[src/rtl/ahb_arbiter.sv]
// Round-robin AHB bus arbiter: one-hot grant, hmaster mux select, ownership held
// from grant through the end of the owner's transfer, with grant timeout.
module ahb_arbiter #(
  parameter int NUM_MASTERS   = 4,
  parameter int GRANT_TIMEOUT = 8,
  parameter int IDXW          = $clog2(NUM_MASTERS)
) (
  input  logic                   clk,
  input  logic                   rst_n,
  input  logic [NUM_MASTERS-1:0] req,
  input  logic [1:0]             HTRANS,
  input  logic                   HREADY,
  output logic [NUM_MASTERS-1:0] grant,
  output logic [IDXW-1:0]        hmaster,
  output logic                   bus_busy,
  output logic                   timeout_err
);

  typedef enum logic [1:0] {
    ARB_IDLE,
    ARB_GRANT,
    ARB_BUSY
  } state_t;

  localparam logic [7:0] CNT_LAST = 8'(GRANT_TIMEOUT - 1);

  state_t                 state, state_d;
  logic [NUM_MASTERS-1:0] grant_d;
  logic [IDXW-1:0]        hmaster_d;
  logic [IDXW-1:0]        last, last_d;
  logic [IDXW-1:0]        winner, cand;
  logic                   found;
  logic [7:0]             cnt, cnt_d;
  logic                   timeout_d;
  logic                   htrans_seq_unused;

  // Only HTRANS[1] distinguishes a started transfer; IDLE and BUSY both mean "not started".
  assign htrans_seq_unused = HTRANS[0];

  assign bus_busy = (state != ARB_IDLE);

  always_comb begin
    winner = '0;
    found  = 1'b0;
    cand   = '0;
    for (int i = 1; i <= NUM_MASTERS; i++) begin
      cand = IDXW'((int'(last) + i) % NUM_MASTERS);
      if (!found && req[cand]) begin
        found  = 1'b1;
        winner = cand;
      end
    end
  end

  always_comb begin
    state_d   = state;
    grant_d   = grant;
    hmaster_d = hmaster;
    last_d    = last;
    cnt_d     = cnt;
    timeout_d = 1'b0;
    case (state)
      ARB_IDLE: begin
        if (found) begin
          grant_d         = '0;
          grant_d[winner] = 1'b1;
          hmaster_d       = winner;
          cnt_d           = '0;
          state_d         = ARB_GRANT;
        end
      end
      ARB_GRANT: begin
        if (HTRANS[1]) begin
          if (HREADY) begin
            grant_d = '0;
            last_d  = hmaster;
            state_d = ARB_IDLE;
          end else begin
            state_d = ARB_BUSY;
          end
        end else if (!req[hmaster]) begin
          grant_d = '0;
          last_d  = hmaster;
          state_d = ARB_IDLE;
        end else if (cnt == CNT_LAST) begin
          grant_d   = '0;
          last_d    = hmaster;
          timeout_d = 1'b1;
          state_d   = ARB_IDLE;
        end else if (cnt != 8'hFF) begin
          cnt_d = cnt + 8'd1;
        end
      end
      ARB_BUSY: begin
        // Once the address phase is out the transfer always completes.
        if (HREADY) begin
          grant_d = '0;
          last_d  = hmaster;
          state_d = ARB_IDLE;
        end
      end
      default: begin
        grant_d = '0;
        state_d = ARB_IDLE;
      end
    endcase
  end

  always_ff @(posedge clk or negedge rst_n) begin
    if (!rst_n) begin
      state       <= ARB_IDLE;
      grant       <= '0;
      hmaster     <= '0;
      last        <= IDXW'(NUM_MASTERS - 1);
      cnt         <= '0;
      timeout_err <= 1'b0;
    end else begin
      state       <= state_d;
      grant       <= grant_d;
      hmaster     <= hmaster_d;
      last        <= last_d;
      cnt         <= cnt_d;
      timeout_err <= timeout_d;
    end
  end

endmodule

[config.mk]
export PLATFORM = sky130hd
export DESIGN_NAME = ahb_arbiter
export DESIGN_NICKNAME = d
export VERILOG_FILES = /design/src/rtl/ahb_arbiter.sv
export SDC_FILE = /design/constraint.sdc
export NUM_CORES = 1
export LEC_CHECK = 0
export ABC_AREA = 1
export BUFFER_PORTS_ARGS = -buffer_cell sky130_fd_sc_hd__buf_2
export CAP_MARGIN = 25
export CORE_ASPECT_RATIO = 0.6
export CORE_UTILIZATION = 43
export CTS_CLUSTER_DIAMETER = 40
export CTS_CLUSTER_SIZE = 24
export DETAILED_ROUTE_END_ITERATION = 7
export GPL_TIMING_DRIVEN = 0
export SLEW_MARGIN = 20
export SYNTH_ARGS = -nofsm -noshare
export SYNTH_HDL_FRONTEND = slang
export SYNTH_SLANG_ARGS = --single-unit
[constraint.sdc]
create_clock -name clk -period 4.67 [get_ports clk]
set_input_delay 0 -clock clk [delete_from_list [all_inputs] [get_ports clk]]
set_output_delay 0 -clock clk [all_outputs]
set_load 0.01 [all_outputs]
Word-level counts from Yosys, hierarchy flattened --
Cells that the tools add are included.
Word-level totals: input port bits 9, bits in registers 19, word-level logic and storage cells 93, output and inout bits 8
Cells by class: order comparisons 7, muxes and demuxes 48, eq/ne operators 11, reductions and logical operators 16, $add $sub $neg 5
Operators by type and width (number):
- $mux W8 | 5
- $mux W2 | 14
- $mux W4 | 5
- $lt A2 B3 Y1 const B | 6
- $pmux W8 S2 | 1
- $mux W1 | 14
- $ne A2 B2 Y1 const B | 6
- $pmux W4 S3 | 1
- $bmux W1 S2 | 5
- $add A8 B1 Y8 const B | 1
- $eq A8 B3 Y1 const B | 1
- $ne A8 B8 Y1 const B | 1
- $pmux W2 S3 | 1
- $reduce_and A2 Y1 | 3
- $reduce_and A6 Y1 | 1
- $reduce_bool A2 Y1 | 3
- $add A2 B1 Y2 const B | 2
- $add A2 B2 Y2 const B | 2
- $logic_and A1 B1 Y1 | 4
- $ne A4 B4 Y1 const B | 1
- $pmux W2 S2 | 1
- $logic_not A1 Y1 | 3
- $reduce_and A3 Y1 | 1
- $demux W1 S2 | 1
- other kinds (4) | 4

Logic depth before layout (Yosys ltp) --
Gate-level depths: netlist (run 1).
depth after elaboration 19, depth in mapped cells 15, mapped depth without buffers 14

Worst setup path after synthesis (run 1) --
Ideal clock, no wire load.
path kind flip-flop to flip-flop, start register last[0], end register grant[1], period minus slack after synthesis 1.610 ns, data arrival time 1.494 ns, data required time 4.554 ns, setup time 0.116 ns, setup slack 3.060 ns, path buffers 1, stages on the path, launching flop included 15, cells stage by stage dfstp_2 -> buf_6 -> inv_6 -> nand2_1 -> nand2_1 -> nand2_1 -> nand2_2 -> nor2_8 -> nand4_1 -> nand2_2 -> inv_1 -> nand3_1 -> nand2_1 -> nand2_1 -> nand2_1
Between the ends: cells in the longest elaborated chain, start to end 19, elaborated cells between the ends (all ways) 35, those cells by class add/sub: 4; order compare: 2; eq/ne: 1; mux: 20; reduce/logical: 8
Ends and longest elaborated chain:
- from (decl) | line 30 | logic [IDXW-1:0] last, last_d;
- from (signal assigned) | line 114 | last <= IDXW'(NUM_MASTERS - 1);
- from (signal assigned) | line 121 | last <= last_d;
- $add A2 B1 Y2 | line 47 | cand = IDXW'((int'(last) + i) % NUM_MASTERS);
- $bmux W1 S2 | line 48 | if (!found && req[cand]) begin
- $mux W1 (not written as such) | line 48
- $mux W1 | line 48
- $logic_not A1 Y1 | line 48
- $logic_and A1 B1 Y1 | line 48
- $mux W1 | line 48
- $logic_not A1 Y1 | line 48
- [3 not listed]
- $logic_and A1 B1 Y1 | line 48
- $mux W2 | line 48
- $lt A2 B3 Y1 (not written as such) / $ge A2 B1 Y1 (equally long branches) | line 66 | grant_d[winner] = 1'b1;
- $logic_and A1 B1 Y1 (not written as such) | line 66
- $mux W1 (not written as such) | line 66
- $demux W1 S2 | line 66
- $mux W4 | line 64 | if (found) begin
- $pmux W4 S3 | line 62 | case (state)
- to (signal assigned) | line 119 | grant <= grant_d;
- to (decl) | line 13 | output logic [NUM_MASTERS-1:0] grant,
Several ways; a longest one is shown, not always the timed one. The select of a mux whose other input is x is not followed. A chain may end at the register's enable or synchronous reset.

Final worst setup path (run 1) --
start register state[1], end register cnt[0]
Between the ends: cells in the longest elaborated chain, start to end 3, elaborated cells between the ends (all ways) 10, those cells by class eq/ne: 6; mux: 1; reduce/logical: 3
Ends and longest elaborated chain:
- from (decl) | line 27 | state_t state, state_d;
- from (signal assigned) | line 118 | state <= state_d;
- $eq A2 B1 Y1 / $logic_not A2 Y1 (equally long branches) | line 62
- $ne A2 B2 Y1 (no source line) / $reduce_bool A2 Y1 (equally long branches)
- $reduce_and A6 Y1 (no source line)
- to (signal assigned) | line 122 | cnt <= cnt_d;
- to (decl) | line 33 | logic [7:0] cnt, cnt_d;
Several ways; a longest one is shown, not always the timed one.

==> results.json, run 1 <==
{
  "initial_core_util_pct": 47.62,
  "fin_area_sq_um": 1632,
  "worst_setup_path_start_kind": "register",
  "fillers": 289,
  "post_cts_buffers": 0,
  "slew_viol_final": 0,
  "hold_end": "state[1]",
  "setup_tns_ps": 0,
  "whs_ps": 89.95,
  "rr_worst_depth": 10,
  "power_density_nw_per_um2": 661.1,
  "synthDistinctLibCells": 32,
  "grt_max_degree": 20,
  "grt_pass1_vias": 1141,
  "synth_warnings": 0,
  "reg2reg_setup_slack_ps": 2740,
  "area_growth_pct": 13.39,
  "hp-start": "HREADY",
  "clockBufferDepth": 2,
  "crit_type": "reg -> reg",
  "coreArea_sq_um": 3022,
  "hold_path.class": "in -> reg",
  "h-tree-depth": 1,
  "grt_overflow": 0,
  "hpwl_microns": 2555,
  "drt_iter0_markers": 76,
  "nNetsFinal": 241,
  "gp_congestion": 0.7818,
  "clock_sinks": 19,
  "ios": 17,
  "max_cap_viol_count": 0,
  "insertedDiodeCount": 0,
  "min_path_cells": 4,
  "rsz0062_at_grt": "false",
  "post-route-drc-count": 0,
  "avgRoutedWirePerCell_microns": 11.81,
  "worstPathArrival_ps": 2120,
  "vias": 1302,
  "drtAntennaViolNets": 0,
  "syn_avg_cell_area_sq_um": 7.019,
  "drive_above_1_share_pct": 20.80,
  "max_freq_mhz": 518.3,
  "rows": 15,
  "antenna_found_initial": 0,
  "tightest_slew_ps": 438.0,
  "crit_fanout": 8,
  "numCtsBuffers": 3,
  "slew_headroom_pct": 70.80,
  "end_kind": "register",
  "yosysSeqAreaShare_pct": 33.22,
  "r2r_end": "cnt[0]",
  "grt_pass1_wl_microns": 5237,
  "finalHoldViolCount": 0,
  "insertion_delay_ps": 250,
  "skew_ps": 1.016,
  "status": "completed",
  "ir_drop_v": 0.0002716,
  "finalCritPeriodShare_pct": 41.31,
  "synthesis.nets": 219,
  "synth_cells": 205,
  "placed_cell_area_sq_um": 1567,
  "io_buffer_count": 15,
  "clk_pin_slew_ps": 70,
  "setup_violations": 0,
  "gr-usage-all-layers_pct": 19.38,
  "worstPathRequired_ps": 4860,
  "power_leakage_uw": 0.0008811,
  "r2r_start": "state[1]",
  "cts_tree": "built",
  "fin_crit_ps": 1929,
  "netlist_area_sq_um": 1439,
  "die_h_microns": 46.81,
  "ys_seq_elements": 19,
  "wl_microns": 3166,
  "routed_via_density": 4.858,
  "cts.root.buffer_cell": "clkbuf_8",
  "dieWidth_microns": 76.68,
  "dieArea_sq_um": 3589,
  "firstDrtPassIters": 4
}
-- metrics by stage --
stage          setup slack, ps  instances  util [%]  total power [uW]
3_5_place_dp              2797        262     51.84             960.6
4_1_cts                   2775        268     54.00              1079
3_3_place_gp              2810        262     51.84             939.3
6_report                  2741        268     54.00              1079
5_1_grt                   2603        268     54.00              1188
2_1_floorplan             3060        205         -             803.5
-- report_power, final --
| group | switching (uW) | total, uW | internal [uW] |
|---|---|---|---|
| clock network | 51.5 | 112 | 60.6 |
| logic | 460 | 695 | 235 |
| registers | 53.7 | 271 | 217 |
-- cell families (layout without fill, tap and decap cells) --
kind of cell             count (synthesis)  count (layout)  share of synthesized area (%)
buffers and inverters                   28              49                          9.218
flip-flops                              19              19                          33.22
AND/OR/NAND/NOR                        128             128                          42.00
adder cells (fa/ha/maj)                  5               5                          4.348
AO/OA/AOI/OAI                           21              21                          8.783
XOR/XNOR                                 4               4                          2.435
-- worst max-delay path by stage --
stage          startpoint  depth (start not counted)        to  slack (ps)
6_report         state[1]                         10    cnt[0]        2740
5_1_grt          state[1]                         10    cnt[0]        2600
4_1_cts          state[1]                         10    cnt[0]        2770
3_5_place_dp     state[1]                         10    cnt[0]        2800
3_3_place_gp     state[1]                         10    cnt[0]        2810
2_1_floorplan     last[0]                         14  grant[1]        3060
-- repair_timing --
action,CTS,global route
hold buffers,2,0
resized for setup,0,0
hold endpoints to repair,18,0
-- cells in the mapped netlist --
cell / n / area share, %
o21ai_1: 1 / 0.35
nor2_1: 9 / 2.3
o21ai_0: 9 / 3.1
a21boi_1: 1 / 0.52
nor2_8: 1 / 1.4
nand4_4: 1 / 1.5
inv_2: 2 / 0.52
buf_6: 3 / 2.3
xnor2_1: 1 / 0.61
o211ai_1: 2 / 1.0
nand3b_1: 1 / 0.52
nor4_1: 1 / 0.44
or2_2: 1 / 0.44
nand2_1: 80 / 21
nand2_4: 1 / 0.78
nand4_1: 5 / 2.2
o21ai_2: 3 / 1.8
a21oi_1: 4 / 1.4
xor2_1: 3 / 1.8
ha_1: 5 / 4.3
dfstp_2: 2 / 3.7
inv_6: 1 / 0.61
nand2_2: 12 / 5.2
o21bai_1: 1 / 0.52
clkinv_1: 1 / 0.26
nor2_2: 1 / 0.44
dfrtp_1: 17 / 30
nand4_2: 1 / 0.87
nor3_1: 2 / 0.70
inv_1: 21 / 5.5
nor3b_1: 1 / 0.52
nand3_1: 11 / 3.8
-- state kept, by name, indices dropped and copies added, names as in the netlist --
name and flops:
last 2, timeout_err 1, state 2, grant 4, cnt 8, hmaster 2
-- worst max-delay path: stages (launching register included) --
cell and delay [ps]:
dfrtp_1 420, inv_1 90, ha_1 270, inv_1 180, a21oi_1 250, nand2_1 90
a21oi_1 160, nand2_2 80, inv_1 160, nand2_1 100, nand2_1 70
-- metal layers --
metal	global-route usage (%)	share of wire (%)	wire, microns
met4	5.769	0.63	20
met3	5.437	4.2	132
met1	28.86	58	1838
met5	0	0	0
met2	27.14	37	1175
-- final cells by class --
cell class / count / area [sq um] / share of cell area, %
well taps: 42 / 52.55 / 3.221
repair buffers: 17 / 95.09 / 5.828
plain buffers: 3 / 33.78 / 2.071
clock buffers: 4 / 45.04 / 2.761
inverters: 25 / 98.84 / 6.058
flip-flops and latches: 19 / 478.0 / 29.29
multi-input cells: 158 / 828.3 / 50.77
-- cells in the final DEF (no fill, tap or decap), drive strengths merged --
cell and n:
nand3b 1, nor4 1, nor3 2, nor2 11, o211ai 2, nor3b 1
dfstp 2, xnor2 1, dlygate4sd3 2, clkinv 1, nand3 11, ha 5
clkbuf 4, dfrtp 17, nand2 93, nand4 7, a21boi 1, or2 1
o21ai 13, xor2 3, buf 18, inv 24, a21oi 4, o21bai 1
Power figures use the tool's default switching activity.
==> run 2, diff against run 1 <==
==> constraint.sdc (replaced) <==
create_clock -name clk -period 1.55 [get_ports clk]
set_input_delay 0 -clock clk [delete_from_list [all_inputs] [get_ports clk]]
set_output_delay 0 -clock clk [all_outputs]
set_load 0.01 [all_outputs]
==> results.json, run 2 (synthesis results as in run 1) <==
{
  "reg2reg_setup_slack_ps": -220,
  "tightest_slew_ps": 430.6,
  "slew_headroom_pct": 71.29,
  "largest_reg_flops": 8,
  "drtAntennaViolNets": 0,
  "placed_cell_area_sq_um": 1578,
  "die_h_microns": 46.81,
  "whs_ps": 71.85,
  "dieWidth_microns": 76.68,
  "rows": 15,
  "dp_slack_ps": -270.7,
  "routed_via_density": 4.890,
  "post-route-drc-count": 0,
  "power_leakage_uw": 0.0009549,
  "p_clk_share_pct": 9.1,
  "nNetsFinal": 246,
  "setup_tns_ps": -2686,
  "finalHoldViolCount": 0,
  "power_density_nw_per_um2": 2104,
  "regMostFlops": "cnt",
  "utilization_pct": 61.08,
  "fillers": 269,
  "dieArea_sq_um": 3589,
  "p_comb_share_pct": 70.0,
  "crit_type": "reg -> reg",
  "crit_fanout": 7,
  "worstPathArrival_ps": 1960,
  "r2r_end": "grant[1]",
  "path_cells": "buf_8, buf_4, nand2_1, nand3_1, nand2_2, o21ai_1, nand2_2, nand2_2, nand3_2, nand2_1, nand2_1, nand2_1",
  "min_path_cells": 4,
  "insertedDiodeCount": 0,
  "antenna_found_initial": 0,
  "multi_input_comb_area_sq_um": 985.9,
  "io_buffer_count": 15,
  "grt_overflow": 0,
  "fin_crit_ps": 1768,
  "firstDrtPassIters": 4,
  "hp-start": "HREADY",
  "final_common_cell": "nand2_1",
  "finalCritPeriodShare_pct": 114.1,
  "rsz0062_at_grt": "true",
  "numCtsBuffers": 3,
  "rr_worst_depth": 12,
  "met3_usage_pct": 4.660,
  "cts.root.buffer_cell": "clkbuf_8",
  "clock_sinks": 19,
  "vias": 1335,
  "r2r_start": "last[0]",
  "drt_iter0_markers": 70,
  "clk_pin_slew_ps": 80,
  "h-tree-depth": 1,
  "max_cap_viol_count": 0,
  "coreArea_sq_um": 3022,
  "worstPathRequired_ps": 1750,
  "finalWorstSetupSlack_ps": -217.9,
  "grt_max_degree": 20,
  "cts_tree": "built",
  "grt_pass1_vias": 1164,
  "avgRoutedWirePerCell_microns": 11.94,
  "fin_area_sq_um": 1846,
  "seqPwrFrac_pct": 20.9,
  "ff_latch_area_sq_um": 478.0,
  "clockBufferDepth": 2,
  "power.switching_uw": 2041,
  "max_freq_mhz": 565.6,
  "violations": "negative setup slack",
  "area_growth_pct": 28.26,
  "initial_core_util_pct": 47.62,
  "cp_common_cell": "nand2_1",
  "ir_drop_v": 0.0008942,
  "largest_registers": "cnt: 8 flops, grant: 4 flops",
  "grt_pass1_wl_microns": 5388,
  "insertion_delay_ps": 260,
  "hold_path.class": "in -> reg",
  "busiest_layer": "met1",
  "worst_setup_path_start_kind": "register",
  "wl_microns": 3260,
  "slew_viol_final": 0,
  "ios": 17,
  "slowest_stage": "dfstp_2",
  "end_kind": "register",
  "use_met2_pct": 27.68,
  "p_sw_share_pct": 52.57,
  "hpwl_microns": 2419,
  "gr-usage-all-layers_pct": 19.64,
  "final_cell_mix": "nand2_1 (64), inv_1 (17), dfrtp_1 (17), nand2_2 (16), buf_2 (15)",
  "gp_congestion": 0.7726,
  "skew_ps": 8.480,
  "status": "finished with violations",
  "cp_slowest_stage_delay_ps": 540,
  "met1_usage_pct": 30.78,
  "hold_end": "state[1]",
  "drive_above_1_share_pct": 35.06,
  "intPower_uw": 1842,
  "setup_violations": 16
}
run 2: cell count changes in the layout (fill, tap and decap cells not counted), moves of 3 or more:
cell / before / now
buf_4: 0 / 4
inv_1: 21 / 17
inv_4: 0 / 3
nand2_1: 80 / 64
nand2_2: 12 / 16
nand2_4: 1 / 13
o21ai_0: 9 / 6
o21ai_1: 1 / 4
run 2: how the worst max path moves through the flow:
| stage | depth (start not counted) | end | startpoint |
|---|---|---|---|
| floorplan | 14 | grant[1] | last[0] |
| global placement | 10 | cnt[6] | state[1] |
| detailed placement | 10 | cnt[6] | state[1] |
| CTS | 14 | grant[1] | last[0] |
| global route | 15 | grant[1] | last[0] |
| finish | 12 | grant[1] | last[0] |
run 2: final cells by class:
| class | count | area share (%) |
|---|---|---|
| timing repair buffer | 22 | 7.390 |
| tap | 42 | 2.847 |
| buffer | 3 | 2.034 |
| multi-input combinational | 158 | 53.42 |
| clock buffer | 3 | 2.237 |
| sequential | 19 | 25.90 |
| inverter | 25 | 5.898 |
| clock inverter | 1 | 0.2712 |
run 2: metrics by stage:
stage          cells  total power, uW
6_report         273             3883
3_3_place_gp     262             2878
3_5_place_dp     262             2932
5_1_grt          273             4231
4_1_cts          273             3631
2_1_floorplan    205             2463
run 2: power by group through the flow:
stage	clock network, uW	registers [uW]	logic, uW
2_1_floorplan	0	809	1650
3_3_place_gp	0	810	2070
3_5_place_dp	0	819	2110
4_1_cts	358	798	2470
5_1_grt	385	834	3010
6_report	353	812	2720
run 2: layer usage:
metal / wire length (microns) / share of wire, %
met1: 1807 / 55
met2: 1309 / 40
met3: 144 / 4.4
met4: 0 / 0
met5: 0 / 0
run 2: timing repair:
| item | CTS | global route |
|---|---|---|
| gates resized for setup | 25 | 25 |
| hold endpoints to repair | 20 | 0 |
| pin swaps | 8 | 8 |
| hold buffers | 2 | 0 |
| gates cloned | 1 | 0 |
| endpoints found under the setup margin | 18 | 18 |
| buffers inserted | 4 | 0 |
run 2: worst max-delay path, delay by kind of cell, from the launching register on:
family,cells,cell delay (ps)
buffers and inverters,2,240
flip-flops,1,540
AND/OR/NAND/NOR,9,700
AO/OA/AOI/OAI,1,200
==> run 3, diff against run 2 <==
--- a/config.mk
+++ b/config.mk
@@ -8,12 +8,15 @@
 export ABC_AREA = 1
 export BUFFER_PORTS_ARGS = -buffer_cell sky130_fd_sc_hd__buf_2
 export CAP_MARGIN = 25
+export CELL_PAD_IN_SITES_DETAIL_PLACEMENT = 0
+export CELL_PAD_IN_SITES_GLOBAL_PLACEMENT = 1
 export CORE_ASPECT_RATIO = 0.6
-export CORE_UTILIZATION = 43
+export CORE_UTILIZATION = 37
 export CTS_CLUSTER_DIAMETER = 40
 export CTS_CLUSTER_SIZE = 24
 export DETAILED_ROUTE_END_ITERATION = 7
 export GPL_TIMING_DRIVEN = 0
+export PLACE_DENSITY_LB_ADDON = 0.1
 export SLEW_MARGIN = 20
 export SYNTH_ARGS = -nofsm -noshare
 export SYNTH_HDL_FRONTEND = slang
==> constraint.sdc (replaced) <==
create_clock -name clk -period 1.55 [get_ports clk]
set_input_delay 0 -clock clk [delete_from_list [all_inputs] [get_ports clk]]
set_output_delay 0 -clock clk [all_outputs]
set_load 0.005 [all_outputs]
==> results.json, run 3 (synthesis results as in run 1) <==
{
  "cts_tree": "built",
  "worstPathRequired_ps": 1720,
  "power_density_nw_per_um2": 2100,
  "rr_worst_depth": 11,
  "worst_setup_path_start_kind": "register",
  "antenna_found_initial": 0,
  "r2r_start": "last[0]",
  "dieWidth_microns": 82.51,
  "avgRoutedWirePerCell_microns": 13.02,
  "initial_core_util_pct": 38.88,
  "io_buffer_count": 15,
  "regMostFlops": "cnt",
  "rows": 17,
  "clock_sinks": 19,
  "dieArea_sq_um": 4150,
  "post-route-drc-count": 0,
  "finalWorstSetupSlack_ps": -201.0,
  "grt_pass1_vias": 1276,
  "ir_drop_v": 0.001186,
  "fillers": 370,
  "drtAntennaViolNets": 0,
  "ios": 17,
  "violations": "negative setup slack",
  "met1_length_microns": 1939,
  "hold_path.class": "in -> reg",
  "dp_slack_ps": -270.0,
  "finalHoldViolCount": 0,
  "vias": 1404,
  "tightest_slew_ps": 442.2,
  "firstDrtPassIters": 4,
  "fin_crit_ps": 1751,
  "utilization_pct": 52.47,
  "hp-start": "HREADY",
  "final_cell_mix": "nand2_1 (63), nand2_2 (19), inv_1 (16), dfrtp_1 (16), buf_2 (15)",
  "cts.root.buffer_cell": "clkbuf_8",
  "wl_microns": 3723,
  "slew_headroom_pct": 70.52,
  "grt_overflow": 0,
  "area_growth_pct": 34.96,
  "hpwl_microns": 2567,
  "whs_ps": 105.2,
  "max_freq_mhz": 571.1,
  "crit_type": "reg -> reg",
  "largest_reg_flops": 8,
  "status": "finished with violations",
  "coreArea_sq_um": 3701,
  "nNetsFinal": 254,
  "drt_iter0_markers": 65,
  "numCtsBuffers": 3,
  "met2WireLength_microns": 1519,
  "gp_congestion": 0.7616,
  "rsz0062_at_grt": "true",
  "dr_wl_met3_microns": 227,
  "drive_above_1_share_pct": 38.91,
  "cp-startpoint": "last[0]",
  "grt_max_degree": 20,
  "grt_pass1_wl_microns": 5947,
  "h-tree-depth": 1,
  "slew_viol_final": 0,
  "insertedDiodeCount": 0,
  "max_cap_viol_count": 0,
  "crit_fanout": 8,
  "clk_pin_slew_ps": 70,
  "topRoutingLayerUsed": "met4",
  "skew_ps": 5.432,
  "gr-usage-all-layers_pct": 19.08,
  "placed_cell_area_sq_um": 1584,
  "setup_violations": 16,
  "routed_via_density": 4.909,
  "end_kind": "register",
  "final_common_cell": "nand2_1",
  "min_path_cells": 4,
  "clockBufferDepth": 2,
  "fin_area_sq_um": 1942,
  "insertion_delay_ps": 250,
  "total_power_uw": 4077,
  "power_leakage_uw": 0.0009948,
  "largest_registers": "cnt: 8 flops, grant: 4 flops",
  "die_h_microns": 50.31,
  "finalCritPeriodShare_pct": 113.0,
  "worstPathArrival_ps": 1920
}
[run 3: power breakdown]
part	internal, uW	leakage [uW]	switching [uW]
Clock	183	0.0000228	164
Sequential	657	0.000248	162
Combinational	1190	0.000724	1720
[run 3: worst paths after layout]
check / to / slack [ps]
worst max-delay path: state[1] / -200
worst min-delay path: state[1] / 110
worst max register to register: state[1] / -200
worst min register to register: grant[3] / 510
max in group asynchronous: last[1] / 1000
min in group asynchronous: cnt[4] / 220
[run 3: layer usage]
metal | GRT usage [%] | up-vias
met1 | 29.44 | 628
li1 | - | 721
met5 | 0 | -
met4 | 3.736 | 0
met2 | 26.31 | 49
met3 | 4.909 | 6
[run 3: stage by stage]
stage / instances / setup TNS [ps]
floorplan: 205 / -380.0
global placement: 267 / -3931
detailed placement: 267 / -3835
CTS: 281 / -2459
global route: 286 / -4250
finish: 286 / -2481
[run 3: area by class of cell]
type,instances,area (sq um),share of cell area [%]
Multi-Input combinational cell,158,1005,51.74
Sequential cell,19,479.2,24.68
Timing Repair Buffer,30,210.2,10.82
Inverter,25,106.4,5.477
Tap cell,47,58.81,3.028
Clock buffer,4,45.04,2.320
Buffer,3,37.54,1.933
[run 3: worst max-delay path: stages (launching register included)]
cell and delay (ps):
dfstp_2 530, buf_6 140, inv_8 50, nand2_2 70
nand2_2 70, nand2_2 90, nand2_4 70, nor2_8 130
nand4_4 130, o211ai_1 210, nand2_1 90, o21ai_0 80
[run 3: timing repair]
action | in CTS | in global routing
hold buffers | 2 | 0
setup buffers | 8 | 4
resized for setup | 19 | 35
cloned | 0 | 1
pin swaps | 8 | 16
setup endpoints to repair | 18 | 18
hold endpoints to repair | 18 | 0
